===== config.mk =====
export PLATFORM = sky130hd
export DESIGN_NAME = fetch_stage
export DESIGN_NICKNAME = d
export VERILOG_FILES = /design/src/rtl/fetch_stage.sv
export SDC_FILE = /design/constraint.sdc
export NUM_CORES = 1
export LEC_CHECK = 0
export CAP_MARGIN = 20
export CORE_MARGIN = 2
export CORE_UTILIZATION = 45
export CTS_CLUSTER_DIAMETER = 60
export CTS_CLUSTER_SIZE = 28
export DETAILED_ROUTE_END_ITERATION = 16
export DONT_BUFFER_PORTS = 1
export PLACE_DENSITY = 0.71
export SLEW_MARGIN = 20
export SYNTH_ARGS = -nofsm -noshare
export SYNTH_HDL_FRONTEND = slang
export SYNTH_SLANG_ARGS = --single-unit

===== constraint.sdc =====
create_clock -name clk -period 7.54 [get_ports clk]
set_input_delay 2.262 -clock clk [delete_from_list [all_inputs] [get_ports clk]]
set_output_delay 2.262 -clock clk [all_outputs]
set_load 0.02 [all_outputs]

===== src/rtl/fetch_stage.sv =====
// fetch_stage: instruction-fetch stage. Owns the fetch PC, reads one word
// per bus transaction and drives the IF/ID register consumed by decode.
//
// Ports:
//   clk, reset              clock, async active-high reset
//   stall, flush, new_pc    pipeline control: hold IF/ID, redirect
//   br_taken, br_addr       decoder branch redirect
//   bus_*                   bus-master handshake (active-low req/as/rdy/grnt)
//   if_pc, if_insn, if_en   IF/ID register outputs
module fetch_stage #(
  parameter int WORD_ADDR_W = 30,
  parameter int WORD_DATA_W = 32,
  parameter logic [WORD_ADDR_W-1:0] RESET_VECTOR = '0
) (
  input  logic                   clk,
  input  logic                   reset,
  input  logic                   stall,
  input  logic                   flush,
  input  logic [WORD_ADDR_W-1:0] new_pc,
  input  logic                   br_taken,
  input  logic [WORD_ADDR_W-1:0] br_addr,
  output logic                   bus_req_,
  input  logic                   bus_grnt_,
  output logic                   bus_as_,
  output logic [WORD_ADDR_W-1:0] bus_addr,
  output logic                   bus_rw,
  output logic [WORD_DATA_W-1:0] bus_wr_data,
  input  logic [WORD_DATA_W-1:0] bus_rd_data,
  input  logic                   bus_rdy_,
  output logic [WORD_ADDR_W-1:0] if_pc,
  output logic [WORD_DATA_W-1:0] if_insn,
  output logic                   if_en
);

  typedef enum logic [1:0] {
    S_REQ,
    S_ACCESS,
    S_HOLD
  } state_t;

  state_t                 r_state;
  logic [WORD_ADDR_W-1:0] r_pc;
  logic [WORD_ADDR_W-1:0] r_fa;
  logic                   r_squash;
  logic                   r_first;
  logic [WORD_DATA_W-1:0] r_hb_insn;
  logic [WORD_ADDR_W-1:0] r_hb_pc;
  logic [WORD_ADDR_W-1:0] r_if_pc;
  logic [WORD_DATA_W-1:0] r_if_insn;
  logic                   r_if_en;

  logic                   w_done;
  logic                   w_grant;
  logic                   w_redir;
  logic [WORD_ADDR_W-1:0] w_tgt;

  assign w_done  = (r_state == S_ACCESS) && !bus_rdy_;
  assign w_grant = !bus_grnt_;
  // flush outranks stall; a branch only counts when IF/ID is not held
  assign w_redir = flush || (br_taken && !stall);
  assign w_tgt   = flush ? new_pc : br_addr;

  assign bus_req_    = (r_state == S_HOLD);
  assign bus_as_     = !((r_state == S_ACCESS) && r_first);
  assign bus_addr    = r_fa;
  assign bus_rw      = 1'b1;
  assign bus_wr_data = '0;

  assign if_pc   = r_if_pc;
  assign if_insn = r_if_insn;
  assign if_en   = r_if_en;

  always_ff @(posedge clk or posedge reset) begin
    if (reset) begin
      r_state   <= S_REQ;
      r_pc      <= RESET_VECTOR;
      r_fa      <= RESET_VECTOR;
      r_squash  <= 1'b0;
      r_first   <= 1'b0;
      r_hb_insn <= '0;
      r_hb_pc   <= '0;
      r_if_pc   <= RESET_VECTOR;
      r_if_insn <= '0;
      r_if_en   <= 1'b0;
    end else begin
      r_first <= 1'b0;
      if (w_redir) begin
        r_pc    <= w_tgt;
        r_if_en <= 1'b0;
        if (flush) r_if_insn <= '0;
        case (r_state)
          S_REQ: begin
            // a grant in the redirect cycle fetches the target directly
            if (w_grant) begin
              r_fa    <= w_tgt;
              r_first <= 1'b1;
              r_state <= S_ACCESS;
            end
          end
          S_ACCESS: begin
            // the bus cycle is never aborted; its word is discarded
            if (w_done) begin
              r_squash <= 1'b0;
              r_state  <= S_REQ;
            end else begin
              r_squash <= 1'b1;
            end
          end
          default: r_state <= S_REQ;
        endcase
      end else begin
        if (!stall) r_if_en <= 1'b0;
        case (r_state)
          S_REQ: begin
            if (w_grant) begin
              r_fa    <= r_pc;
              r_first <= 1'b1;
              r_state <= S_ACCESS;
            end
          end
          S_ACCESS: begin
            if (w_done) begin
              if (r_squash) begin
                r_squash <= 1'b0;
                r_state  <= S_REQ;
              end else if (stall) begin
                r_hb_insn <= bus_rd_data;
                r_hb_pc   <= r_fa;
                r_state   <= S_HOLD;
              end else begin
                r_if_pc   <= r_fa;
                r_if_insn <= bus_rd_data;
                r_if_en   <= 1'b1;
                r_pc      <= r_fa + WORD_ADDR_W'(1);
                r_state   <= S_REQ;
              end
            end
          end
          S_HOLD: begin
            if (!stall) begin
              r_if_pc   <= r_hb_pc;
              r_if_insn <= r_hb_insn;
              r_if_en   <= 1'b1;
              r_pc      <= r_hb_pc + WORD_ADDR_W'(1);
              r_state   <= S_REQ;
            end
          end
          default: r_state <= S_REQ;
        endcase
      end
    end
  end

endmodule


# == After elaboration in Yosys (flattened, before gate mapping) ==
# Index checks and enable logic that the tools add are counted.
# op_classes
n_addsub,2
n_eq_ne,11
muxes,46
n_bitwise,3
reduce_logical,18
# op_table
cell,n
30-bit 2-to-1 mux,15
32-bit 2-to-1 mux,6
30-bit case mux with 2 select lines,2
32-bit case mux with 2 select lines,1
"30-bit by 1-bit adder with 30-bit output, second input constant",2
2-bit 2-to-1 mux,7
1-bit 2-to-1 mux,12
6-bit AND reduction,2
"2-bit inequality test, second input constant",5
5-bit AND reduction,2
"3-bit inequality test, second input constant",3
2-bit case mux with 3 select lines,1
2-bit AND reduction,3
2-bit case mux with 2 select lines,1
2-bit nonzero test,2
1-bit logical AND,3
1-bit zero test,3
"3-bit by 2-bit inequality test with 1-bit output, second input constant",1
1-bit NOT,3
3-bit nonzero test,1
"2-bit by 1-bit == test with 1-bit output, second input constant",1
"2-bit == test, second input constant",1
2-bit zero test,1
1-bit case mux with 2 select lines,1
1-bit logical OR,1
# totals
reg_bits,189
input_bits,99
output_inout_bits,128
elab_cells,90

# == Longest topological paths before layout ==
# Gate-level depths: netlist of run 1.
# depth
depth_word,6
depth_mapped,16
ltp_nobuf,11

# == Worst setup path after synthesis of run 1 ==
# OpenSTA, ideal clock, no wires.
# synth_path
path_type,input to register
start,in bus_rdy_
end,reg r_pc[18]
setup_time_ps,142
arrival_time_ps,3591
required_ps,7398
path_slack_ps,3808
path_stages,6
path_buffers,1
cell_sequence,nor3b_1 > o21ai_0 > clkbuf_1 > or3_1 > mux2i_1 > a211oi_1
# synth_between
elab_chain_len,4
# synth_rtl
item,line,rtl
"start, declared",29,"input logic bus_rdy_,"
1-bit zero test,57,assign w_done = (r_state == S_ACCESS) && !bus_rdy_;
1-bit logical AND,57,
3-bit inequality test (no source line),n/a,
5-bit AND reduction (no source line),n/a,
"end signal, assigned",88,r_pc <= w_tgt;
"end signal, assigned",134,r_pc <= r_fa + WORD_ADDR_W'(1);
"end signal, assigned",144,r_pc <= r_hb_pc + WORD_ADDR_W'(1);
"end, declared",42,logic [WORD_ADDR_W-1:0] r_pc;
# Every way passes these cells.
# A chain may end at the register's enable or synchronous reset.

# == Worst setup path after layout of run 1 ==
# layout_path
start,in stall
end,reg r_pc[24]
# layout_between
elab_chain_len,5
word_cells_on_any_way,10
classes_between,eq/ne: 4; mux: 1; reduce/logical: 5
# layout_rtl
item,line,rtl
"start, declared",17,"input logic stall,"
1-bit zero test,n/a,
1-bit logical AND,60,assign w_redir = flush || (br_taken && !stall);
1-bit logical OR,60,
3-bit inequality test (no source line) (tied with other cells),n/a,
5-bit AND reduction (no source line),n/a,
# Parallel ways exist; a longest one is shown, timed or not.

==> results.txt, run 1 <==
status -> completed
worst reg2reg path endpoint -> r_pc[28]
fmax -> 253 MHz
min Tclk post-route -> 3.95 ns
Resize count post-CTS -> 0
Starting DRT DRC Count -> 499
RR Startpoint -> r_state[0]
post-route worst setup slack -> 3.59 ns
die span in x -> 149 um
post-CTS setup buffer count -> 0
Place WS -> 2.98 ns
Fillers -> 1839
sequential element share of the synthesized area -> 50.1%
LEAKAGE -> 4.30 nW
CP peak stage delay -> 0.64 ns
reg2reg setup slack -> 3.69 ns
Reg clk slew, reported paths -> 0.08 ns
setup tns final -> 0 ns
commonest cells after routing, fill and taps aside -> dfrtp_1, nand2_1, mux2i_1, mux2_2, o31ai_1
switch share -> 39.5%
WL final -> 22100 um
Syn-to-layout area delta -> 7.85%
Via Count -> 6617
most frequent CP cell -> buf_4
Slew headroom -> 37.5%
Final Total Pwr -> 3.63 mW
initial antenna violation count -> 0
core area -> 20400 um2
CTS buffer count -> 17
vias per cell -> 5.71
routed length per instance -> 19.1 um
Top delay family on crit path -> compound AO/OA/AOI/OAI gates
R2R depth -> 11
# diodes -> 0
final core occ -> 49.8%
routability cong. -> 0.800
power density cells -> 357 nW/um2
Clk pwr share -> 25.5%
Hold Buf Count CTS -> 0
MaxCap Viol Count -> 0
post-route DRC violation count -> 0
layout cells sized above 1 -> 13.8%
fin area -> 10200 um2
Netlist cell types -> 48
Crit Path Category -> primary input to register
clk_skew -> 0.0140 ns
CP required -> 7.87 ns
flops & latches, synth -> 189
IO buf count -> 0
HP Class -> register to register
WP buf/inv -> 3
Comb pwr share -> 22.3%
io pins -> 227
initial cell density of the core -> 46.2%
Fin. Hold Viols -> 0
Final HPWL DP -> 14600 um
Tightest Pin Transition -> 0.935 ns
Antenna Violating Nets Remaining -> 0
num rows -> 52
RSZ-0062 raised after global routing -> no
Syn Inst Count -> 907
Hold Path Depth -> 1
Worst path slowest cell -> a21o_2
CP cell instances -> inv_1, a21o_2, buf_4, nor2_1, buf_4, nand2_1, mux2i_1, a311o_1
Worst setup SP type -> primary input
CP Capture Type -> register
DP Area -> 9530 um2
CTS tree -> done
Top FF cell, synth -> dfrtp_1
CP max FO -> 36
syn_area_per_cell -> 10.4 um2
final setup violation count -> 0
H-tree depth -> 4
die area -> 22100 um2
gr usage total -> 20.1%
cell internal pwr -> 2.20 mW
total grt overflow -> 0
Net Sw Power -> 1.43 mW
Clock Root Buffer -> clkbuf_16
FFs w/ async S/R, synth -> 100%
final worst-path cycle share -> 52.4%
maximum VDD drop -> 0.170 mV
Max clock buf depth -> 2
Max Slew Vio Count -> 0
global-route wire length before repair -> 35000 um
Post-Syn Area -> 9440 um2
crit path DAT -> 4.28 ns
clk_lat worst skew -> 0.44 ns
Min-Delay Startpoint -> r_hb_insn[21]
total iterations of the first detailed-routing run -> 5
vias in the first global route -> 6284
Worst Hold End -> r_hb_insn[21]
final net count -> 979
most common cell after layout, fill and taps aside -> dfrtp_1
Clock Sinks -> 189
YS warnings -> 0
Sequential Power Share -> 52.1%
die height -> 149 um
EDFF count, synth -> 0
largest net degree at the start of global routing -> 120
[Yosys cell counts, types with 2 or more instances]
library cell  count  area, um2
o21ai_0          52        260
nor3_1            7       35.0
a221oi_1          6       52.6
nand2_1         138        518
a31oi_1          11       68.8
nor2_1           46        173
a22oi_1           2       15.0
clkbuf_1         47        176
dfrtp_1         189       4730
buf_4            33        248
ha_1              4       50.1
o31ai_1          52        390
conb_1            2       7.51
mux2_2           64        721
o211ai_1          2       15.0
nand3_1          15       75.1
or3_1             4       25.0
a211oi_1         23        173
xnor2_1           6       52.6
inv_1             9       33.8
nor2b_1          21        131
mux2i_1          76        761
buf_2            10       50.1
a21o_1            3       22.5
buf_1             2       7.51
nor3b_1           2       15.0
xor2_1           17        149
a311o_1           3       30.0
nand4b_1          2       17.5
nand4_1           4       25.0
nand3b_1          7       52.6
a21oi_1          32        160
[worst register-to-register path: cells and delay by family, from the launching register on]
family,cells,cell delay [ns]
simple gates,3,0.90
compound gates,2,0.78
buf+inv,2,0.25
flops,1,0.40
fa+ha+maj,2,0.97
mux,2,0.44
[logic make-up after synthesis]
group,share of synthesized area (%)
and+or+nand+nor,12.5
AOI/OAI and AO/OA,13.4
DFF,50.1
muxes,15.7
buffers and inverters,5.58
xor gates and xnor gates,2.13
adders and majority gates,0.530
other,0.0796
[through the flow]
stage | hold WS [ns] | instances
floorplan | 0.475 | 938
global placement | 0.486 | 1126
detailed placement | 0.493 | 1126
CTS | 0.508 | 1158
global route | 0.519 | 1159
finish | 0.507 | 1159
[layout make-up]
| cell class | count | area (um2) | share of cell area, % |
|---|---|---|---|
| Clock inverter | 15 | 193 | 1.89 |
| Sequential cell | 189 | 4730 | 46.5 |
| Multi-Input combinational cell | 647 | 4340 | 42.6 |
| Timing Repair Buffer | 12 | 110 | 1.08 |
| Inverter | 9 | 41.3 | 0.406 |
| Tap cell | 270 | 338 | 3.32 |
| Clock buffer | 17 | 425 | 4.18 |
[power by group through the flow]
stage,sequential [mW],combinational (mW),clock [mW]
floorplan,1.79,0.687,0
finish,1.89,0.811,0.928
global route,1.95,0.920,0.981
CTS,1.90,0.816,0.944
global placement,1.91,0.784,0
detailed placement,1.92,0.811,0
[layer usage]
layer	up-vias	global-route usage (%)	part of all wire (%)
met3	22	5.41	7.3
met4	0	5.81	1.6
met2	203	31.9	47
met5	-	0	0
li1	3104	-	-
met1	3288	27.2	44
[how the worst max path moves through the flow]
stage	from	to	cells past startpoint	slack, ns
after floorplan	reset	bus_addr[0]	1	0.14
final	stall	r_pc[24]	8	3.59
after global placement	stall	if_pc[5]	5	3.06
after detailed placement	stall	if_pc[9]	5	2.98
after CTS	stall	if_pc[9]	5	3.44
after global routing	r_state[0]	r_pc[28]	11	3.38
[sequential cells by signal, indices dropped and copies added, names as in the netlist, 2 cells and up]
name,cells
r_hb_insn,32
if_insn,32
r_hb_pc,30
bus_addr,30
r_state,2
if_pc,30
r_pc,30
Note: power is estimated with default switching activity, not from simulation.
==> run 2, diff against run 1 <==
PLACE_DENSITY = 0.69   (was 0.71)
clock period = 3.9 ns   (was 7.54 ns; I/O delays follow)
==> results.txt, run 2 (synthesized netlist as in run 1, its figures left out) <==
Clk pwr share -> 24.8% (-0.7 points)
Hold Buf Count CTS -> 0 (unchanged)
CP max FO -> 25 (-31%)
Net Sw Power -> 2.81 mW (+96%)
CP required -> 4.21 ns (-3.66 ns)
Clock Sinks -> 189 (unchanged)
Worst Setup SP -> r_state[0]
Syn-to-layout area delta -> 8.34%
cell internal pwr -> 4.20 mW (+91%)
Sequential Power Share -> 52.4% (+0.3 points)
switch share -> 40.1% (+0.64 points)
most common cell after layout, fill and taps aside -> dfrtp_1
post-route DRC violation count -> 0 (unchanged)
Via Count -> 6650 (+0.50%)
Fin. Hold Viols -> 0 (unchanged)
final worst-path cycle share -> 85.7%
reg2reg setup slack -> 0.56 ns (-3.13 ns)
# diodes -> 0 (unchanged)
Hold Path Depth -> 1 (unchanged)
largest net degree at the start of global routing -> 101 (-16%)
initial cell density of the core -> 46.2% (unchanged)
Max Slew Vio Count -> 0 (unchanged)
Fillers -> 1837 (-0.11%)
min Tclk post-route -> 3.34 ns
setup tns final -> 0 ns (unchanged)
worst reg2reg path endpoint -> r_pc[28]
IO buf count -> 0 (unchanged)
num rows -> 52 (unchanged)
Antenna Violating Nets Remaining -> 0 (unchanged)
io pins -> 227 (unchanged)
clk_skew -> 0.0112 ns (-0.00282 ns)
Clock Root Buffer -> clkbuf_16
Max clock buf depth -> 2 (unchanged)
Reg clk slew, reported paths -> 0.07 ns (about the same)
core area -> 20400 um2 (unchanged)
Comb pwr share -> 22.8% (+0.5 points)
initial antenna violation count -> 0 (unchanged)
WL final -> 22600 um (+2.3%)
Slew headroom -> 38.5% (+0.94 points)
power density cells -> 686 nW/um2 (+92%)
R2R depth -> 10 (-1)
Starting DRT DRC Count -> 446 (-11%)
RSZ-0062 raised after global routing -> no
Tightest Pin Transition -> 0.922 ns (-0.0130 ns)
post-CTS setup buffer count -> 0 (unchanged)
H-tree depth -> 4 (unchanged)
HP Class -> register to register
layout cells sized above 1 -> 14.4% (+0.58 points)
non-filler cells, final -> 1165 (+0.52%)
die span in x -> 149 um (unchanged)
global-route wire length before repair -> 36000 um (+2.9%)
final net count -> 985 (+0.61%)
routed length per instance -> 19.4 um (+1.8%)
crit path DAT -> 3.65 ns (-0.63 ns)
Crit Path Category -> register to register
vias per cell -> 5.71 (about the same)
total iterations of the first detailed-routing run -> 5 (unchanged)
Final HPWL DP -> 15200 um (+4.0%)
fmax -> 299 MHz
RR Startpoint -> r_state[0]
gr usage total -> 20.8% (+0.74 points)
Worst setup SP type -> register
status -> completed
routability cong. -> 0.814 (+1.7%)
total grt overflow -> 0 (unchanged)
Resize count post-CTS -> 0 (unchanged)
CP Capture Type -> register
vias in the first global route -> 6448 (+2.6%)
worst setup path end -> r_pc[28]
die height -> 149 um (unchanged)
final setup violation count -> 0 (unchanged)
commonest cells after routing, fill and taps aside -> dfrtp_1, nand2_1, mux2i_1, mux2_2, o31ai_1
maximum VDD drop -> 0.309 mV (+81%)
MaxCap Viol Count -> 0 (unchanged)
CTS tree -> done
CTS buffer count -> 17 (unchanged)
placed insts -> 1133 (+0.62%)
clk_lat worst skew -> 0.44 ns (about the same)
die area -> 22100 um2 (unchanged)
LEAKAGE -> 4.32 nW (+0.48%)
-- run 2: worst min-delay path by stage --
stage | startpoint | end | slack, ns
after global placement | r_hb_insn[31] | r_hb_insn[31] | 0.49
after floorplan | r_pc[17] | r_pc[17] | 0.47
after detailed placement | r_hb_insn[1] | r_hb_insn[1] | 0.49
after CTS | r_hb_insn[1] | r_hb_insn[1] | 0.51
after global routing | r_hb_insn[31] | r_hb_insn[31] | 0.52
final | r_hb_pc[29] | r_hb_pc[29] | 0.51
-- run 2: area by class of cell --
cell class	instances	area, um2	share of cell area (%)
Sequential cell	189	4730	46.3
Multi-Input combinational cell	647	4340	42.4
Clock buffer	17	425	4.16
Tap cell	270	338	3.30
Timing Repair Buffer	18	185	1.81
Clock inverter	15	168	1.64
Inverter	9	37.5	0.367
-- run 2: critical path: stages, from the launching register on --
cell and delay [ns]:
dfrtp_1 0.40, inv_1 0.12, ha_4 0.37, mux2_2 0.39, ha_1 0.27, nand4b_1 0.12, nor2_1 0.09, o2111ai_1 0.77
nor3_1 0.18, mux2i_1 0.16, a311o_1 0.33
-- run 2: metal layers --
metal	vias up	share of wire [%]	track usage [%]
met1	3280	44	28.0
li1	3103	-	-
met3	32	6.9	5.54
met5	-	0	0
met2	235	46	32.7
met4	0	2.6	7.48
-- run 2: through the flow --
stage	util, %	cell area, um2	setup WS, ns	hold slack (ns)	total power [mW]
after floorplan	-	9560	0.186	0.475	4.79
after global placement	47.1	9630	0.679	0.485	5.24
after detailed placement	47.1	9630	0.587	0.493	5.30
after CTS	50.0	10200	0.540	0.511	7.06
after global routing	50.0	10200	0.314	0.517	7.43
final	50.0	10200	0.558	0.509	7.01
-- run 2: power groups by stage --
stage	Sequential, mW	Clock [mW]	Combinational, mW
finish	3.67	1.74	1.60
floorplan	3.46	0	1.33
global route	3.77	1.85	1.81
CTS	3.67	1.78	1.61
detailed placement	3.70	0	1.60
global placement	3.69	0	1.55
==> run 3, diff against run 2 <==
CORE_MARGIN = 1.5   (was 2)
==> results.txt, run 3 (synthesized netlist as in run 1, its figures left out) <==
status -> completed
R2R depth -> 12 (+2)
hold slack final -> 0.509 ns (+0.000540 ns)
most common cell after layout, fill and taps aside -> dfrtp_1
Worst Hold End -> r_hb_pc[28]
largest net degree at the start of global routing -> 105 (+4.0%)
total grt overflow -> 0 (unchanged)
initial antenna violation count -> 0 (unchanged)
crit path DAT -> 2.21 ns (-1.44 ns)
Starting DRT DRC Count -> 548 (+23%)
CP max FO -> 50 (+100%)
routed length per instance -> 19.3 um (-0.38%)
routability cong. -> 0.799 (-1.9%)
H-tree depth -> 4 (unchanged)
core area -> 20400 um2 (unchanged)
CP required -> 2.73 ns (-1.48 ns)
Via Count -> 6612 (-0.57%)
total iterations of the first detailed-routing run -> 4 (-1)
die height -> 148 um (-0.67%)
Fin. Hold Viols -> 0 (unchanged)
final worst-path cycle share -> 86.8% (+1.1 points)
Worst setup SP type -> register
maximum VDD drop -> 0.301 mV (-2.4%)
min Tclk post-route -> 3.38 ns (+0.0420 ns)
Syn-to-layout area delta -> 8.39% (about the same)
CTS buffer count -> 17 (unchanged)
vias per cell -> 5.69 (-0.40%)
Hold Buf Count CTS -> 0 (unchanged)
clk_lat worst skew -> 0.44 ns (about the same)
Max Slew Vio Count -> 0 (unchanged)
gr usage total -> 21.1% (+0.23 points)
Final HPWL DP -> 15200 um (-0.40%)
Max clock buf depth -> 2 (unchanged)
vias in the first global route -> 6543 (+1.5%)
io pins -> 227 (unchanged)
Min-Delay Startpoint -> r_hb_pc[28]
global-route wire length before repair -> 36100 um (+0.17%)
layout cells sized above 1 -> 14.2% (-0.19 points)
Antenna Violating Nets Remaining -> 0 (unchanged)
Clock Root Buffer -> clkbuf_16
die area -> 21800 um2 (-1.3%)
CP Capture Type -> output pin
Fillers -> 1902 (+3.5%)
commonest cells after routing, fill and taps aside -> dfrtp_1, nand2_1, mux2i_1, mux2_2, o31ai_1
IO buf count -> 0 (unchanged)
CP cell instances -> inv_1, ha_4, buf_12, buf_4
initial cell density of the core -> 46.2% (unchanged)
final setup violation count -> 0 (unchanged)
CTS tree -> done
Worst path slowest cell -> buf_4
power density cells -> 687 nW/um2 (+0.17%)
LEAKAGE -> 4.31 nW (-0.16%)
CP peak stage delay -> 0.46 ns (-0.31 ns)
Clock Sinks -> 189 (unchanged)
RR Startpoint -> r_state[0]
fmax -> 296 MHz (-1.2%)
HP Class -> register to register
die span in x -> 148 um (-0.67%)
clk_skew -> 0.0162 ns (+0.00508 ns)
WL final -> 22500 um (-0.55%)
reg2reg setup slack -> 0.80 ns (+0.24 ns)
# diodes -> 0 (unchanged)
post-CTS setup buffer count -> 0 (unchanged)
Hold Path Depth -> 1 (unchanged)
Resize count post-CTS -> 0 (unchanged)
final net count -> 983 (-0.20%)
MaxCap Viol Count -> 0 (unchanged)
num rows -> 52 (unchanged)
Crit Path Category -> register to output pin
setup tns final -> 0 ns (unchanged)
Reg clk slew, reported paths -> 0.07 ns (about the same)
worst reg2reg path endpoint -> r_pc[24]
post-route DRC violation count -> 0 (unchanged)
Tightest Pin Transition -> 0.672 ns (-0.250 ns)
Slew headroom -> 55.2% (+17 points)
RSZ-0062 raised after global routing -> no
-- run 3: cell count changes in the layout (fill, tap and decap cells not counted), sizes merged --
cell | before | now
clkinv | 5 | 9
inv | 17 | 13
buf | 18 | 16
-- run 3: metrics by stage --
| stage | instance area, um2 | util (%) | worst slack (ns) | std cells | power, mW |
|---|---|---|---|---|---|
| 6_report | 10200 | 50.1 | 0.516 | 1163 | 7.02 |
| 5_1_grt | 10200 | 50.1 | 0.420 | 1163 | 7.45 |
| 4_1_cts | 10200 | 50.0 | 0.491 | 1163 | 7.08 |
| 3_5_place_dp | 9600 | 47.0 | 0.736 | 1131 | 5.31 |
| 3_3_place_gp | 9600 | 47.0 | 0.859 | 1131 | 5.22 |
| 2_1_floorplan | 9560 | - | 0.186 | 938 | 4.79 |
-- run 3: layer usage --
layer  wire [um]  vias up  track usage, %
met5           0        -               0
met4         527        0            8.10
met3        1600       30            6.30
met2       10500      206            33.1
met1        9880     3272            27.4
li1            -     3104               -
-- run 3: area by class of cell --
| cell class | count | area (um2) | share of cell area, % |
|---|---|---|---|
| clock inverters | 15 | 195 | 1.91 |
| inverters | 9 | 37.5 | 0.367 |
| multi-input cells | 647 | 4340 | 42.5 |
| clock buffers | 17 | 425 | 4.16 |
| repair buffers | 16 | 158 | 1.54 |
| well taps | 270 | 338 | 3.30 |
| flip-flops and latches | 189 | 4730 | 46.2 |
-- run 3: worst max-delay path by stage --
stage	start	end	slack (ns)	depth (start not counted)
after floorplan	r_state[0]	r_pc[28]	0.19	15
after global placement	bus_rdy_	if_insn[26]	0.86	7
after detailed placement	bus_rdy_	if_insn[29]	0.74	7
after CTS	r_state[0]	bus_req_	0.49	4
after global routing	r_state[0]	bus_req_	0.42	4
final	r_state[0]	bus_req_	0.52	4
-- run 3: power by group --
group | switching [mW] | internal (mW)
registers | 1.06 | 2.62
clock network | 0.891 | 0.875
logic | 0.874 | 0.705
-- run 3: worst max-delay path: cells and delay by family (launching register included) --
kind	cells	cell delay (ns)
buf+inv	3	0.93
flops	1	0.40
fa+ha+maj	1	0.41
